===== src/rtl/wb_port_arbiter_pkg.sv =====
// rv_wb_pkg: types and constants shared by the writeback-port arbiter and its
// MDU result FIFO.
//   REG_ADDR_W / XLEN   register address and data widths
//   wb_entry_t          one buffered MDU result (destination + data)
//   IDLE/PENDING/FORCE  starvation FSM state encoding
//   regOneHot()         one-hot decode of a register address
package rv_wb_pkg;

    localparam int REG_ADDR_W = 5;
    localparam int XLEN       = 32;

    typedef struct packed {
        logic [REG_ADDR_W-1:0] rd;
        logic [XLEN-1:0]       wd;
    } wb_entry_t;

    localparam logic [1:0] IDLE    = 2'd0;
    localparam logic [1:0] PENDING = 2'd1;
    localparam logic [1:0] FORCE   = 2'd2;

    function automatic logic [XLEN-1:0] regOneHot(input logic [REG_ADDR_W-1:0] r);
        return XLEN'(1) << r;
    endfunction

endpackage


===== src/rtl/wb_port_arbiter_fifo.sv =====
// wb_result_fifo: circular buffer holding MDU results waiting for an idle
// register-file write slot. The head entry is visible combinationally so the
// arbiter can write it in the same cycle it is granted.
// Ports:
//   clk, rst        clock, asynchronous active-low reset
//   push, pushData  enqueue request and entry (ignored when full)
//   pop             dequeue the head (ignored when empty)
//   headData        current head entry
//   full, empty     occupancy flags
//   count           number of valid entries (0..DEPTH)
module wb_result_fifo
    import rv_wb_pkg::*;
#(
    parameter int DEPTH = 4
) (
    input  logic                       clk,
    input  logic                       rst,
    input  logic                       push,
    input  wb_entry_t                  pushData,
    input  logic                       pop,
    output wb_entry_t                  headData,
    output logic                       full,
    output logic                       empty,
    output logic [$clog2(DEPTH):0]     count
);

    localparam int AW = $clog2(DEPTH);
    localparam int CW = AW + 1;

    wb_entry_t         mem [DEPTH];
    logic [AW-1:0]     wrPtrReg;
    logic [AW-1:0]     rdPtrReg;
    logic [CW-1:0]     countReg;
    logic              doPush;
    logic              doPop;

    assign full     = (countReg == CW'(DEPTH));
    assign empty    = (countReg == '0);
    assign count    = countReg;
    assign doPush   = push && !full;
    assign doPop    = pop && !empty;
    assign headData = mem[rdPtrReg];

    // Storage has no reset: stale contents are never visible because the
    // head is only consumed while count is non-zero.
    always_ff @(posedge clk) begin
        if (doPush) begin
            mem[wrPtrReg] <= pushData;
        end
    end

    // DEPTH is a power of two, so pointer overflow is the wrap.
    always_ff @(posedge clk or negedge rst) begin
        if (!rst) begin
            wrPtrReg <= '0;
            rdPtrReg <= '0;
            countReg <= '0;
        end else begin
            if (doPush) begin
                wrPtrReg <= wrPtrReg + AW'(1);
            end
            if (doPop) begin
                rdPtrReg <= rdPtrReg + AW'(1);
            end
            case ({doPush, doPop})
                2'b10:   countReg <= countReg + CW'(1);
                2'b01:   countReg <= countReg - CW'(1);
                default: countReg <= countReg;
            endcase
        end
    end

endmodule


===== src/rtl/wb_port_arbiter.sv =====
// wb_port_arbiter: shares the register-file write port between the pipeline
// writeback stage (always first) and buffered MDU results, which drain into
// idle slots. A starvation FSM requests a writeback bubble when the buffered
// head has waited too long, and a busy scoreboard marks destinations with an
// outstanding MDU write.
// Ports:
//   clk, rst                          clock, asynchronous active-low reset
//   pipe_we/pipe_rd/pipe_wd           writeback-stage write request
//   mdu_issue/mdu_issue_rd            MDU issue, marks destination busy
//   mdu_valid/mdu_rd/mdu_wd/mdu_ready MDU result handshake
//   rf_we/rf_rd/rf_wd                 register-file write port
//   busy_mask                         outstanding MDU destinations (bit 0 = 0)
//   stall_req                         registered request to bubble writeback
module wb_port_arbiter
    import rv_wb_pkg::*;
#(
    parameter int FIFO_DEPTH   = 4,
    parameter int STARVE_LIMIT = 8
) (
    input  logic                  clk,
    input  logic                  rst,
    input  logic                  pipe_we,
    input  logic [REG_ADDR_W-1:0] pipe_rd,
    input  logic [XLEN-1:0]       pipe_wd,
    input  logic                  mdu_issue,
    input  logic [REG_ADDR_W-1:0] mdu_issue_rd,
    input  logic                  mdu_valid,
    input  logic [REG_ADDR_W-1:0] mdu_rd,
    input  logic [XLEN-1:0]       mdu_wd,
    output logic                  mdu_ready,
    output logic                  rf_we,
    output logic [REG_ADDR_W-1:0] rf_rd,
    output logic [XLEN-1:0]       rf_wd,
    output logic [XLEN-1:0]       busy_mask,
    output logic                  stall_req
);

    localparam int CW = $clog2(FIFO_DEPTH) + 1;
    localparam int SW = $clog2(STARVE_LIMIT + 1);

    wb_entry_t       headEntry;
    wb_entry_t       pushEntry;
    logic            fifoFull;
    logic            fifoEmpty;
    logic [CW-1:0]   fifoCount;

    logic            pipeWrite;
    logic            grant;
    logic            acceptWrite;
    logic            fifoDrains;

    logic [1:0]      stateReg;
    logic [1:0]      stateNext;
    logic [SW-1:0]   starveReg;
    logic [SW-1:0]   starveNext;
    logic            stallReg;
    logic [XLEN-1:1] busyReg;

    // A write to x0 is architecturally a no-op, so it leaves the slot free.
    assign pipeWrite = pipe_we && (pipe_rd != '0);
    assign grant     = !pipeWrite && !fifoEmpty;

    // Ready depends only on the registered occupancy, never on a same-cycle pop.
    assign mdu_ready   = !fifoFull;
    assign acceptWrite = mdu_valid && mdu_ready && (mdu_rd != '0);

    assign pushEntry.rd = mdu_rd;
    assign pushEntry.wd = mdu_wd;

    wb_result_fifo #(
        .DEPTH    (FIFO_DEPTH)
    ) resultFifo (
        .clk      (clk),
        .rst      (rst),
        .push     (acceptWrite),
        .pushData (pushEntry),
        .pop      (grant),
        .headData (headEntry),
        .full     (fifoFull),
        .empty    (fifoEmpty),
        .count    (fifoCount)
    );

    assign rf_we = pipeWrite || grant;
    assign rf_rd = pipeWrite ? pipe_rd : headEntry.rd;
    assign rf_wd = pipeWrite ? pipe_wd : headEntry.wd;

    // The last entry leaves this cycle and nothing replaces it.
    assign fifoDrains = grant && (fifoCount == CW'(1)) && !acceptWrite;

    always_comb begin
        stateNext  = stateReg;
        starveNext = starveReg;
        case (stateReg)
            IDLE: begin
                starveNext = '0;
                if (acceptWrite) begin
                    stateNext = PENDING;
                end
            end
            PENDING: begin
                if (grant) begin
                    starveNext = '0;
                    if (fifoDrains) begin
                        stateNext = IDLE;
                    end
                end else begin
                    starveNext = starveReg + SW'(1);
                    if (starveReg + SW'(1) == SW'(STARVE_LIMIT)) begin
                        stateNext = FORCE;
                    end
                end
            end
            FORCE: begin
                // Counter holds at the limit until the head finally gets a slot.
                if (grant) begin
                    starveNext = '0;
                    stateNext  = fifoDrains ? IDLE : PENDING;
                end
            end
            default: begin
                stateNext  = IDLE;
                starveNext = '0;
            end
        endcase
    end

    always_ff @(posedge clk or negedge rst) begin
        if (!rst) begin
            stateReg  <= IDLE;
            starveReg <= '0;
            stallReg  <= 1'b0;
        end else begin
            stateReg  <= stateNext;
            starveReg <= starveNext;
            stallReg  <= (stateNext == FORCE);
        end
    end

    assign stall_req = stallReg;

    // Scoreboard: one flop per architectural register except x0. An issue to
    // a register outranks the retirement of an older write to the same one.
    for (genvar gi = 1; gi < XLEN; gi++) begin : gBusy
        always_ff @(posedge clk or negedge rst) begin
            if (!rst) begin
                busyReg[gi] <= 1'b0;
            end else if (mdu_issue && (mdu_issue_rd == REG_ADDR_W'(gi))) begin
                busyReg[gi] <= 1'b1;
            end else if (grant && (headEntry.rd == REG_ADDR_W'(gi))) begin
                busyReg[gi] <= 1'b0;
            end
        end
    end

    assign busy_mask = {busyReg, 1'b0};

endmodule

===== config.mk =====
export PLATFORM = sky130hd
export DESIGN_NAME = wb_port_arbiter
export DESIGN_NICKNAME = d
export VERILOG_FILES = /design/src/rtl/wb_port_arbiter_pkg.sv /design/src/rtl/wb_port_arbiter_fifo.sv /design/src/rtl/wb_port_arbiter.sv
export SDC_FILE = /design/constraint.sdc
export NUM_CORES = 1
export LEC_CHECK = 0
export ABC_AREA = 1
export BUFFER_PORTS_ARGS = -buffer_cell sky130_fd_sc_hd__buf_2
export CAP_MARGIN = 15
export CORE_ASPECT_RATIO = 2
export CORE_UTILIZATION = 45
export DETAILED_ROUTE_END_ITERATION = 8
export HOLD_SLACK_MARGIN = 0.1
export PLACE_DENSITY = 0.71
export SETUP_SLACK_MARGIN = 0.1
export SYNTH_ARGS = -nofsm -noshare
export SYNTH_HDL_FRONTEND = slang
export SYNTH_SLANG_ARGS = --single-unit
export TNS_END_PERCENT = 10

===== constraint.sdc =====
create_clock -name clk -period 3.7 [get_ports clk]
set_clock_uncertainty 0.1 [all_clocks]
set_input_delay 0.185 -clock clk [delete_from_list [all_inputs] [get_ports clk]]
set_output_delay 0.185 -clock clk [all_outputs]
set_load 0.02 [all_outputs]

# After elaboration in Yosys (flattened, before gate mapping)
# Memory sizes are Yosys's and may differ from the RTL's.
# Index checks and enable logic that the tools add are counted.
[op_classes]
n_mux = 77
n_div = 0
magnitude_cmp = 0
n_addsub = 5
shifts = 0
n_bitwise = 0
reduce_logical = 111
n_eq_ne = 71
n_mul = 0
[op_table]
columns = ["cell", "n"]
rows = [
  ["$eq 5x5->1 const B", 32],
  ["$eq 5x4->1 const B", 16],
  ["$logic_and 1x1->1", 70],
  ["$mux 1", 65],
  ["$reduce_bool 2->1", 32],
  ["$eq 5x3->1 const B", 8],
  ["$mux 32", 1],
  ["$eq 5x2->1 const B", 4],
  ["$eq 5x1->1 const B", 2],
  ["$mux 2", 5],
  ["$reduce_bool 5->1", 2],
  ["$mux 4", 2],
  ["$pmux 4 s2", 1],
  ["$eq 2x2->1 const B", 3],
  ["$pmux 2 s3", 1],
  ["$pmux 3 s2", 1],
  ["$mux 5", 1],
  ["$add 2x1->2 const B", 2],
  ["$add 4x1->4 const B", 1],
  ["$eq 2x1->1 const B", 2],
  ["$eq 4x4->1 const B", 1],
  ["$logic_not 1->1", 4],
  ["$add 3x1->3 const B", 1],
  ["$eq 3x1->1 const B", 1],
  ["other kinds (6)", 6],
]
[totals]
latchBits = 0
n_memories = 1
romBits = 0
input_bits = 84
regBits = 45
ram_bits = 148
word_cells = 302
output_inout_bits = 72
[memory_table]
columns = ["memory", "depth", "word_bits", "rd", "rd_clocked_by_memory_dff", "wr", "line", "source"]
rows = [
  ["resultFifo.mem", 4, 37, 1, 0, 1, "wb_port_arbiter_fifo.sv:30", "wb_entry_t mem [DEPTH];"],
]

# Logic depth before layout (Yosys ltp)
[depth]
word_depth = 10
mapped_depth = 12
depth_no_buf = 11

# Cells and area by module
# From an unflattened synthesis, not the netlist that was laid out.
[hier_totals]
hier_cells = 893
hier_area_um2 = 8824.7
[modules_own_cells]
columns = ["mod", "seq_area_each_um2", "cells_each", "area_each_um2", "n_inst"]
rows = [
  ["wb_result_fifo", 4619.4, 493, 6344.8, 1],
  ["wb_port_arbiter", 950.9, 400, 2479.9, 1],
]

# Least setup slack after synthesis
# Ideal clock, no wire load.
[synth_path]
path_kind = "register to register"
startpoint = "reg resultFifo.countReg[0] (netlist: resultFifo.count[0])"
endpoint = "mem resultFifo.mem[0][0] in the netlist's numbering (enable)"
stages_incl_launch_ff = 6
required_time_ps = 3169
arrival_ps = 2756
setup_slack_ps = 412
cell_sequence = "dfrtp_1 inv_1 ha_1 nand2_1 nand3_1 nor2_1"
[synth_between]
elab_chain_len = 7
[synth_lines]
columns = ["element", "line", "source"]
rows = [
  ["start, declared", "wb_port_arbiter_fifo.sv:33", "logic [CW-1:0] countReg;"],
  ["start signal, assigned", "wb_port_arbiter_fifo.sv:66", "2'b10: countReg <= countReg + CW'(1);"],
  ["start signal, assigned", "wb_port_arbiter_fifo.sv:67", "2'b01: countReg <= countReg - CW'(1);"],
  ["start signal, assigned", "wb_port_arbiter_fifo.sv:68", "default: countReg <= countReg;"],
  ["$eq 3x3->1 *", "wb_port_arbiter_fifo.sv:37", "assign full = (countReg == CW'(DEPTH));"],
  ["$logic_not 1->1 *", "wb_port_arbiter.sv:64", "assign mdu_ready = !fifoFull;"],
  ["net mdu_ready", "wb_port_arbiter.sv:30", "output logic mdu_ready,"],
  ["$logic_and 1x1->1 (2 in series)", "wb_port_arbiter.sv:65", "assign acceptWrite = mdu_valid && mdu_ready && (mdu_rd != '0);"],
  ["$logic_and 1x1->1 *", "wb_port_arbiter_fifo.sv:40", "assign doPush = push && !full;"],
  ["$mux 1 *", "wb_port_arbiter_fifo.sv:47", "if (doPush) begin"],
  ["$mux 1 (implied by the code) *", "wb_port_arbiter_fifo.sv:48", "mem[wrPtrReg] <= pushData;"],
  ["end, declared", "wb_port_arbiter_fifo.sv:30", ""],
]
# The timed path passes the listed nets; every way through them passes the cells marked *.

# Final worst setup path
[layout_path]
startpoint = "reg resultFifo.rdPtrReg[0]"
endpoint = "out rf_wd[23]"
[layout_between]
elab_chain_len = 2
[layout_lines]
columns = ["element", "line", "source"]
rows = [
  ["start, declared", "wb_port_arbiter_fifo.sv:32", "logic [AW-1:0] rdPtrReg;"],
  ["start signal, assigned", "wb_port_arbiter_fifo.sv:63", "rdPtrReg <= rdPtrReg + AW'(1);"],
  ["$mem_v2 4x37", "n/a", ""],
  ["$mux 32", "wb_port_arbiter.sv:86", "assign rf_wd = pipeWrite ? pipe_wd : headEntry.wd;"],
  ["end, declared", "wb_port_arbiter.sv:33", "output logic [XLEN-1:0] rf_wd,"],
]
# Every way passes these cells.

==> results.cfg <==
[finish]
layout.cells.non_filler = 1245
final_area_um2 = 10440
synthToLayoutAreaGrowth_pct = 23.76
fin_nets = 1110
final_core_util_pct = 57.04
drive_above_1_share_pct = 22.84
fill_cells = 1594
diodes = 0

[logic_synthesis]
ys_types = 29
synth_top_area_share_pct = 52.68
syn_area_um2 = 8437
synth.top_cells.by_area = edfxtp_1, dfrtp_1, nor2_1, nand2_1, o21ai_0
async_flop_share_pct = 23.32
synth-seq-cells = 193
syn_inst = 827
syn_nets = 921
ys_seq_area_share_pct = 66.02
yosysTopAreaCell = edfxtp_1
synth_common_cells = nor2_1, nand2_1, edfxtp_1
yosysMostFrequentCell = nor2_1
synth_ff_type = edfxtp_1
avgSynthCellArea_um2 = 10.20
synth-edff-count = 148
ys.warnings.count = 0

[hold_path]
hold_end = busy_mask[7]
holdCritPathClass = input pin to flip-flop
worstHoldStart = mdu_issue_rd[3]
min_path_cells = 5

[global_routing]
overflow = 0
antenna_found_initial = 0
grt_max_degree = 77
grt_usage_pct = 20.87
grt_pass1_vias = 6424
grt_pass1_wl_um = 30400

[setup_path]
crit_chain = inv_2 > buf_4 > o21ai_0 > a31oi_1 > buf_2
path_class = flip-flop to primary output
rrSetupSlack_ns = 1.08
cp_num_buf_inv = 3
r2r_cells = 6
reg2reg_from = resultFifo.count[0]
start_kind = flip-flop
cp_slowest_stage_delay_ns = 0.65
worstSetupEndpointType = primary output
required_ns = 3.41
crit_slowest_cell = inv_2
critical_path_depth = 5
rr_endpoint = resultFifo.mem[3][28]
critPathMaxFanout = 58
crit_family = buffers and inverters
cp.arrival_ns = 2.40

[run]
drv_cap = 0

[route]
via_count = 6292
wirelength_um = 19240
post-route-drc-count = 0
wl_per_cell_um = 15.45
routed_via_density = 5.054
drt_pass1_iterations = 4
drtIter0Drc = 320
ant_nets = 0

[die]
start_util_pct = 46.09
die_w_um = 98.82
core_um2 = 18310
io_pins = 156
rows = 70
die_y_um = 195.6
dieArea_um2 = 19330

[place]
placed_cell_area_um2 = 9430
io_buffers = 154
gp_congestion = 0.8788
hpwl_um = 12930
dp.cells = 1169

[power]
leakagePower_nw = 4.286
irDropWorstVdd_v = 0.0004556
power.density_nw_per_um2 = 762.4

[timing]
finalHoldViolations = 0
drv_slew = 0
rsz0062_at_grt = no
setup_viol = 0
timing.hold.ws_ns = 0.1330
max_slew.worst_pin.slew_ns = 1.131
relSlewSlack_pct = 24.34
setup_tns_ns = 0
fmax_mhz = 372.0
fin_crit_ns = 2.688
post-route-period-util_pct = 72.66

[clock_network]
cts_buffers = 17
ctsResizeCount = 0
clockRootBuffer = clkbuf_16
postCtsSetupBuffers = 0
worstSkewPairLatency_ns = 0.43
postCtsHoldBufs = 44
clk_pin_slew_ns = 0.07
clockBufferDepth = 2
cts_tree = built
htreeDepth = 4
clock_sinks = 193

[run_status]
status = complete, no violations
-- registers in the layout (all words and copies together) (netlist names) --
| signal | cells |
|---|---|
| stall_req | 1 |
| busy_mask | 31 |
| resultFifo.count | 3 |
| resultFifo.rdPtrReg | 2 |
| stateReg | 2 |
| resultFifo.wrPtrReg | 2 |
| starveReg | 4 |
| resultFifo.mem | 148 |
-- cell families after synthesis --
family,count (synthesis),synth area share (%)
compound gates,111,7.104
xor+xnor,6,0.6230
fa+ha+maj,10,1.483
buf+inv,66,3.485
flops,193,66.02
other cells,1,0.04445
simple gates,440,21.24
-- cells in the final DEF (no fill, tap or decap), drive strengths merged --
cell type    Yosys  final
o21a             1      1
edfxtp         148    148
xor2             3      3
o22ai            1      1
nand3b           1      1
dfrtp           45     45
o21ai           75     75
conb             1      1
or2              2      2
dlygate4sd3      0     44
a21oi            2      2
clkinvlp         0      1
buf             22    163
nand4            2      2
clkbuf          15     18
nand2          203    203
a31oi           32     32
clkinv           0      3
xnor2            3      3
ha              10     10
nor2           212    212
inv             29     39
nand3           20     20
-- worst max-delay path by stage --
stage                                 startpoint                    end  slack (ns)
after floorplan              resultFifo.count[0]   resultFifo.mem[0][0]        0.41
after global placement       resultFifo.count[0]  resultFifo.mem[3][18]        1.14
after detailed placement     resultFifo.count[0]  resultFifo.mem[3][26]        1.08
after CTS                 resultFifo.rdPtrReg[0]              rf_wd[29]        0.94
after global routing      resultFifo.rdPtrReg[0]              rf_wd[23]        0.83
final                     resultFifo.rdPtrReg[0]              rf_wd[23]        1.01
-- worst register-to-register path, stage by stage, from the launching register on --
cell and delay, ns:
dfrtp_1 0.43, inv_1 0.09, ha_1 0.21, nand2_1 0.08, nand3_1 0.47, nor2_4 0.68, buf_12 0.25
-- cell type report --
| type | count | area, um^2 | area share [%] |
|---|---|---|---|
| Clock buffer | 18 | 429.2 | 4.110 |
| Sequential cell | 193 | 5573 | 53.37 |
| Clock inverter | 14 | 141.4 | 1.354 |
| Multi-Input combinational cell | 568 | 2603 | 24.93 |
| Timing Repair Buffer | 207 | 1316 | 12.61 |
| Tap cell | 216 | 270.3 | 2.588 |
| Inverter | 29 | 108.9 | 1.043 |
-- metrics by stage --
| stage | power [mW] | setup WS [ns] |
|---|---|---|
| global route | 8.451 | 0.8340 |
| detailed placement | 6.241 | 1.077 |
| CTS | 8.032 | 0.9361 |
| global placement | 6.179 | 1.144 |
| floorplan | 5.269 | 0.4121 |
| finish | 7.960 | 1.012 |
-- layer usage --
metal / track usage (%) / part of all wire, % / up-vias
li1: - / - / 3142
met1: 20.33 / 36 / 2945
met2: 40.77 / 57 / 173
met3: 3.150 / 3.7 / 32
met4: 11.39 / 2.8 / 0
met5: 0 / 0 / -
-- power breakdown --
group          switching, mW  internal [mW]
Sequential             0.201           2.91
Clock                  0.858          0.901
Combinational           2.16          0.934
(Power assumes the default switching activity.)
